==> src/rtl/or_test_pkg.sv <==
// Shared definitions for the OR exhaustive-stimulus block: default widths,
// hold-counter width, FSM state type and the err_cnt width derivation.
// No logic; imported by or_stim_gen and settle_timer.
package or_test_pkg;

    // Default pattern width and per-pattern settle cycles.
    localparam int DATA_W_DEF = 10;
    localparam int SETTLE_DEF = 2;

    // SETTLE ranges 0..15, so a 4-bit hold counter always suffices.
    localparam int CNT_W = 4;

    typedef enum logic [1:0] {
        ST_IDLE = 2'd0,
        ST_HOLD = 2'd1,
        ST_DONE = 2'd2
    } state_t;

    // err_cnt must reach 2^DATA_W without wrapping, hence one extra bit.
    function automatic int err_w(input int data_w);
        return data_w + 1;
    endfunction

endpackage

==> src/rtl/settle_timer.sv <==
// Per-pattern hold counter: loads a settle value, counts down to zero.
// Latency: load/decrement take effect on the next clk edge; zero is registered-derived.
// Ports: clk, rst (sync, active-high), load, load_val, dec in; zero out. No backpressure.
module settle_timer
    import or_test_pkg::*;
#(
    parameter int CW = CNT_W
) (
    input  logic          clk,
    input  logic          rst,
    input  logic          load,
    input  logic [CW-1:0] load_val,
    input  logic          dec,
    output logic          zero
);

    logic [CW-1:0] cnt_q;
    logic [CW-1:0] cnt_d;

    // Load wins over decrement; the counter never goes below zero.
    always_comb begin
        cnt_d = cnt_q;
        if (load) begin
            cnt_d = load_val;
        end else if (dec && (cnt_q != '0)) begin
            cnt_d = cnt_q - 1'b1;
        end
    end

    always_ff @(posedge clk) begin
        if (rst) begin
            cnt_q <= '0;
        end else begin
            cnt_q <= cnt_d;
        end
    end

    assign zero = (cnt_q == '0);

endmodule

==> src/rtl/or_stim_gen.sv <==
// Exhaustive stimulus generator: walks idata 0..all-ones, holds each pattern
// SETTLE+1 cycles, samples check on the last hold cycle and logs mismatches.
// Latency: done rises 2^DATA_W*(SETTLE+1) cycles after the edge accepting start.
// Ports: clk, rst, start, check in; idata, busy, done, err_cnt, err_flag, first_err out.
// No backpressure: start is ignored while busy.
module or_stim_gen
    import or_test_pkg::*;
#(
    parameter  int DATA_W = DATA_W_DEF,
    parameter  int SETTLE = SETTLE_DEF,
    localparam int ERR_W  = err_w(DATA_W)
) (
    input  logic              clk,
    input  logic              rst,
    input  logic              start,
    input  logic              check,
    output logic [DATA_W-1:0] idata,
    output logic              busy,
    output logic              done,
    output logic [ERR_W-1:0]  err_cnt,
    output logic              err_flag,
    output logic [DATA_W-1:0] first_err
);

    localparam logic [CNT_W-1:0] SETTLE_V = CNT_W'(SETTLE);
    // Largest possible count: every one of the 2^DATA_W patterns failed.
    localparam logic [ERR_W-1:0] ERR_MAX  = {1'b1, {DATA_W{1'b0}}};

    state_t            state_q;
    logic [DATA_W-1:0] idata_q;
    logic [ERR_W-1:0]  err_cnt_q;
    logic [DATA_W-1:0] first_err_q;
    logic              busy_q;
    logic              done_q;

    logic tmr_zero;
    logic tmr_load;
    logic tmr_dec;
    logic start_ok;
    logic sample;
    logic last_pat;

    assign start_ok = start && ((state_q == ST_IDLE) || (state_q == ST_DONE));
    assign sample   = (state_q == ST_HOLD) && tmr_zero;
    assign last_pat = &idata_q;

    // Reload on run start and whenever a sample moves to the next pattern.
    assign tmr_load = start_ok || (sample && !last_pat);
    assign tmr_dec  = (state_q == ST_HOLD) && !tmr_zero;

    settle_timer #(
        .CW (CNT_W)
    ) u_settle_timer (
        .clk      (clk),
        .rst      (rst),
        .load     (tmr_load),
        .load_val (SETTLE_V),
        .dec      (tmr_dec),
        .zero     (tmr_zero)
    );

    always_ff @(posedge clk) begin
        if (rst) begin
            state_q     <= ST_IDLE;
            idata_q     <= '0;
            err_cnt_q   <= '0;
            first_err_q <= '0;
            busy_q      <= 1'b0;
            done_q      <= 1'b0;
        end else begin
            case (state_q)
                ST_IDLE, ST_DONE: begin
                    if (start) begin
                        state_q     <= ST_HOLD;
                        idata_q     <= '0;
                        err_cnt_q   <= '0;
                        first_err_q <= '0;
                        busy_q      <= 1'b1;
                        done_q      <= 1'b0;
                    end
                end
                ST_HOLD: begin
                    if (tmr_zero) begin
                        if (!check) begin
                            if (err_cnt_q != ERR_MAX) begin
                                err_cnt_q <= err_cnt_q + 1'b1;
                            end
                            // Only the first mismatch of a run is recorded.
                            if (err_cnt_q == '0) begin
                                first_err_q <= idata_q;
                            end
                        end
                        if (last_pat) begin
                            state_q <= ST_DONE;
                            busy_q  <= 1'b0;
                            done_q  <= 1'b1;
                        end else begin
                            idata_q <= idata_q + 1'b1;
                        end
                    end
                end
                default: begin
                    state_q <= ST_IDLE;
                    busy_q  <= 1'b0;
                    done_q  <= 1'b0;
                end
            endcase
        end
    end

    assign idata     = idata_q;
    assign busy      = busy_q;
    assign done      = done_q;
    assign err_cnt   = err_cnt_q;
    assign err_flag  = (err_cnt_q != '0);
    assign first_err = first_err_q;

endmodule

==> config.mk <==
export PLATFORM = sky130hd
export DESIGN_NAME = or_stim_gen
export DESIGN_NICKNAME = d
export VERILOG_FILES = /design/src/rtl/or_test_pkg.sv /design/src/rtl/settle_timer.sv /design/src/rtl/or_stim_gen.sv
export SDC_FILE = /design/constraint.sdc
export NUM_CORES = 1
export LEC_CHECK = 0
export CAP_MARGIN = 20
export CORE_UTILIZATION = 46
export DETAILED_ROUTE_END_ITERATION = 8
export GPL_TIMING_DRIVEN = 0
export PLACE_DENSITY = 0.74
export SETUP_SLACK_MARGIN = 0.02
export SYNTH_ARGS = -nofsm -noshare
export SYNTH_HDL_FRONTEND = slang
export SYNTH_SLANG_ARGS = --single-unit
==> constraint.sdc <==
create_clock -name clk -period 1.9 [get_ports clk]
set_input_delay 0.38 -clock clk [delete_from_list [all_inputs] [get_ports clk]]
set_output_delay 0.38 -clock clk [all_outputs]
set_load 0.05 [all_outputs]
# Word-level counts from Yosys, hierarchy flattened

Cells that the tools add are included.

Input bits: 4
Bits in registers: 39
Logic and storage cells: 71

Reductions and logical operators: 23
Mux-type cells: 27
Eq/ne operators: 10
$add $sub $neg: 3

Operators by type and width:

| kind                  | number |
|---|---|
| $mux 10               | 6 |
| $mux 11               | 4 |
| $pmux 10 s2           | 2 |
| $pmux 11 s2           | 1 |
| $add 11x1->11 const B | 1 |
| $logic_not 11->1      | 1 |
| $ne 11x11->1 const B  | 1 |
| $reduce_bool 11->1    | 1 |
| $add 10x1->10 const B | 1 |
| $mux 2                | 5 |
| $ne 2x2->1 const B    | 5 |
| $reduce_and 10->1     | 1 |
| $reduce_and 5->1      | 2 |
| $mux 1                | 6 |
| $logic_and 1x1->1     | 5 |
| $logic_not 4->1       | 1 |
| $ne 2x1->1 const B    | 2 |
| $pmux 1 s2            | 2 |
| $pmux 2 s2            | 1 |
| $reduce_and 4->1      | 1 |
| $reduce_bool 2->1     | 2 |
| $reduce_bool 4->1     | 1 |
| $reduce_or 2->1       | 2 |
| $sub 4x1->4 const B   | 1 |
| other kinds (6)       | 8 |

# Depth between registers and ports, before layout

Word-level depth: 6
Gate-level depth with buffers: 7
Depth with buffers taken out: 6

# Modules after synthesis

A second synthesis with hierarchy kept.

Cell total of the unflattened synthesis: 217
Area total of the unflattened synthesis: 1,991.9 um2

Modules (own cells, without submodules):

| module       | area an instance (um2) | cells an instance | times used |
|---|---|---|---|
| or_stim_gen  | 1,729.2                | 188               | 1 |
| settle_timer | 262.8                  | 29                | 1 |

# Worst setup path before layout

OpenSTA, ideal clock, no wires.

Path type: flip-flop to output port
From: register err_cnt_q[0] (netlist: err_cnt[0])
To: output err_flag
Slack: -0.278 ns
Stages on the path, launching flop included: 7
Arrival time: 1.798 ns
Cell sequence: dfxtp_1 -> inv_1 -> ha_1 -> nor2b_1 -> and3_1 -> buf_2 -> inv_1

Word-level cells in the longest chain between the ends: 1

Ends and longest elaborated chain:

| item                     | RTL line           | RTL |
|---|---|---|
| start: declaration       | or_stim_gen.sv:31  | `logic [ERR_W-1:0] err_cnt_q;` |
| start signal: assignment | or_stim_gen.sv:86  | `err_cnt_q <= err_cnt_q + 1'b1;` |
| $reduce_bool 11->1       | or_stim_gen.sv:115 | `assign err_flag = (err_cnt_q != '0);` |
| end: declaration         | or_stim_gen.sv:21  | `output logic err_flag,` |

Every way passes these cells.

# Final worst setup path

From: register err_cnt_q[3] (netlist: err_cnt[3])
To: output err_flag

The elaborated chain is that of the path after synthesis.

==> impl_metrics.env <==
export IMPL_die_area_sq_um=4610
export IMPL_crit_path_top_delay_cell="dfxtp_2"
export IMPL_grt_pass1_vias=1827
export IMPL_synth_edf_count=0
export IMPL_grt_pass1_wl_um=8630
export IMPL_numCtsBuffers=5
export IMPL_cts_root_buf="clkbuf_8"
export IMPL_postPlaceCellArea_sq_um=2480
export IMPL_vias=2120
export IMPL_cp_start_kind="register"
export IMPL_cap_violations=0
export IMPL_yosysTopAreaCell="dfxtp_1"
export IMPL_cp_end_kind="primary output"
export IMPL_violations="negative setup slack"
export IMPL_ant_nets=0
export IMPL_min_to="first_err[8]"
export IMPL_syn_inst=241
export IMPL_synth_fp_nets=249
export IMPL_pwr_share_seq_pct=45.3
export IMPL_period_share_pct=103
export IMPL_antenna_found_initial=0
export IMPL_fin_setup_tns_ns=-0.0629
export IMPL_grt_max_degree=13
export IMPL_relSlewSlack_pct=53.1
export IMPL_synthMuxAreaShare_pct=1.00
export IMPL_finalClockSkew_ns=0.00482
export IMPL_clkSlewWorstSetupHoldPaths_ns=0.07
export IMPL_clock_latency_ns=0.30
export IMPL_synthArstFlopShare_pct=0
export IMPL_io_pins=38
export IMPL_synthSimpleGateAreaFrac_pct=29.4
export IMPL_status="finished, violations left"
export IMPL_die_x_um=67.9
export IMPL_die_h_um=67.9
export IMPL_vdd_drop_max_mv=0.398
export IMPL_mostFrequentLayoutCell="dfxtp_1"
export IMPL_finalInstanceArea_sq_um=2780
export IMPL_hold_depth=2
export IMPL_dr_pass1_iters=5
export IMPL_cp_cell_sequence="buf_6 -> nor4_4 -> and3_4 -> buf_8 -> clkinvlp_4 -> buf_8"
export IMPL_layout_setup_ws_ns=-0.0629
export IMPL_layoutNonFillerInstCount=350
export IMPL_utilization_pct=68.1
export IMPL_clockPowerShare_pct=38.3
export IMPL_portBuffers=37
export IMPL_start_util_pct=48.9
export IMPL_hold_path_class="register to register"
export IMPL_yosysSeqAreaShare_pct=38.0
export IMPL_ys_flop_type="dfxtp_1"
export IMPL_synth_cell_types=48
export IMPL_r2r_cells=5
export IMPL_r2r_end="first_err[0]"
export IMPL_synth_seq_cells=38
export IMPL_r2r_start="state_q[0]"
export IMPL_rows=23
export IMPL_wl_um=5540
export IMPL_critPathMostFrequentCell="buf_8"
export IMPL_netSwitchingFraction_pct=27.2
export IMPL_worst_pin_slew_ns=0.701
export IMPL_final_nets=307
export IMPL_viasPerCell=6.06
export IMPL_area_growth_pct=39.1
export IMPL_rsz0062_at_grt="true"
export IMPL_crit_arrival_ns=1.58
export IMPL_leakage_nw=1.09
export IMPL_dp_cells=328
export IMPL_finalHoldViolCount=0
export IMPL_hp_start="first_err[8]"
export IMPL_power_density_nw_per_um2=648
export IMPL_synth_area_sq_um=2000
export IMPL_diodes=0
export IMPL_cts_tree="built"
export IMPL_synth_top_family_by_area="simple AND/OR/NAND/NOR gates"
export IMPL_wl_per_cell_um=15.8
export IMPL_pwr_share_comb_pct=16.4
export IMPL_power_mw=1.80
export IMPL_rrSetupSlack_ns=0.03
export IMPL_yosys_warnings=0
export IMPL_cts_hold_buffers_added=0
export IMPL_critPathKind="register to primary output"
export IMPL_period_minus_slack_ns=1.96
export IMPL_switchingPower_mw=0.491
export IMPL_gp_congestion=0.874
export IMPL_p_int_mw=1.31
export IMPL_dp_hpwl_um=3690
export IMPL_drive_above_1_share_pct=21.7
export IMPL_synth_area_top_cells="dfxtp_1, a21oi_1, nand3_1, o21ai_0, nand2_1"
export IMPL_synth_compound_area_share_pct=22.4
export IMPL_final_cell_mix="dfxtp_1, a21oi_1, nand3_1, clkdlybuf4s50_1"
export IMPL_final_max_slew_viol_count=0
export IMPL_drcViolationCount=0
export IMPL_setup_viol=1
export IMPL_slowest_delay_ns=0.33
export IMPL_worstPathRequired_ns=1.52
export IMPL_cts_htree_levels=2
export IMPL_synthAdderAreaFrac_pct=2.50
export IMPL_first_iter_violations=131
export IMPL_syn_area_per_cell_sq_um=8.30
export IMPL_cts_sinks=38
export IMPL_core_area_sq_um=4090
export IMPL_cp_max_fo=5
export IMPL_grt_overflow=0
export IMPL_cts_buffer_depth=2
export IMPL_synth_xor_area_share_pct=0.876
export IMPL_fmax_mhz=509
export IMPL_track_usage_pct=25.2
export IMPL_synth_top_area_share_pct=38.0
-- registers in the layout (all words and copies together) (netlist names) --
register / count
busy: 1
done: 1
err_cnt: 11
first_err: 10
idata: 10
state_q: 1
u_settle_timer.cnt_q: 4
-- power by group through the flow --
stage          registers [mW]  clock network, mW  logic (mW)
2_1_floorplan           0.851                  0       0.151
3_5_place_dp            0.834                  0       0.232
5_1_grt                 0.818              0.726       0.319
4_1_cts                 0.816              0.699       0.266
6_report                0.817              0.690       0.296
3_3_place_gp            0.834                  0       0.231
-- layer usage --
| metal | part of all wire, % | up-vias | GRT usage [%] |
|---|---|---|---|
| met5 | 0 | - | 0 |
| met4 | 1.9 | 0 | 9.90 |
| met3 | 6.5 | 15 | 5.50 |
| met2 | 46 | 84 | 38.0 |
| met1 | 46 | 992 | 34.7 |
| li1 | - | 1029 | - |
-- synth_stat cells, types with 2 or more instances --
library cell   n
nor3b_1        2
nor2_1        12
mux2i_1        2
and4_1         6
o31ai_1        5
and3_1         5
nand4_1        9
o21ai_0       17
nor2b_1        2
nand2b_1       2
dfxtp_1       38
a32o_1         3
nor3_1         7
a31oi_1        2
nor4_1         3
buf_2          5
nand3_1       18
or3_1          4
o211ai_1       2
nand2_1       18
a41oi_1        3
a2bb2oi_1      2
inv_1         11
ha_1           4
a311oi_1       3
clkbuf_1       7
a21oi_1       24
buf_6          2
or4_1          4
-- repair_timing --
item,in CTS,in global routing
pin swaps,3,5
setup endpoints to repair,43,29
resized for setup,37,22
setup buffers,8,6
gates cloned,1,0
-- worst max-delay path by stage --
stage,from,end,slack (ns)
floorplan,idata[0],idata[5],0.03
global placement,err_cnt[0],err_flag,-0.47
detailed placement,err_cnt[0],err_flag,-0.47
CTS,err_cnt[1],err_flag,-0.09
global route,state_q[0],first_err[0],-0.12
finish,err_cnt[3],err_flag,-0.06
-- metrics by stage --
stage               hold slack, ns  worst slack, ns
CTS                          0.480          -0.0892
finish                       0.476          -0.0629
detailed placement           0.469           -0.467
global route                 0.493           -0.118
global placement             0.463           -0.468
floorplan                    0.532           0.0325
-- cell families after synthesis --
family,count (synthesis)
mux,2
xor+xnor,2
simple gates,100
flops,38
compound gates,70
fa+ha+maj,4
buf+inv,25
-- worst max-delay path: cells and delay by family (launching register included) --
kind          cells  cell delay, ns
simple gates      2            0.52
buf+inv           4            0.43
flops             1            0.33
-- final cells by class --
class / instances / area, sq um
plain buffers: 13 / 88.8
clock buffers: 5 / 68.8
clock inverters: 3 / 40.0
fillers: 358 / 1310
inverters: 11 / 45.0
multi-input cells: 178 / 1230
flip-flops and latches: 38 / 778
well taps: 50 / 62.6
repair buffers: 52 / 470
(Power assumes the default switching activity.)
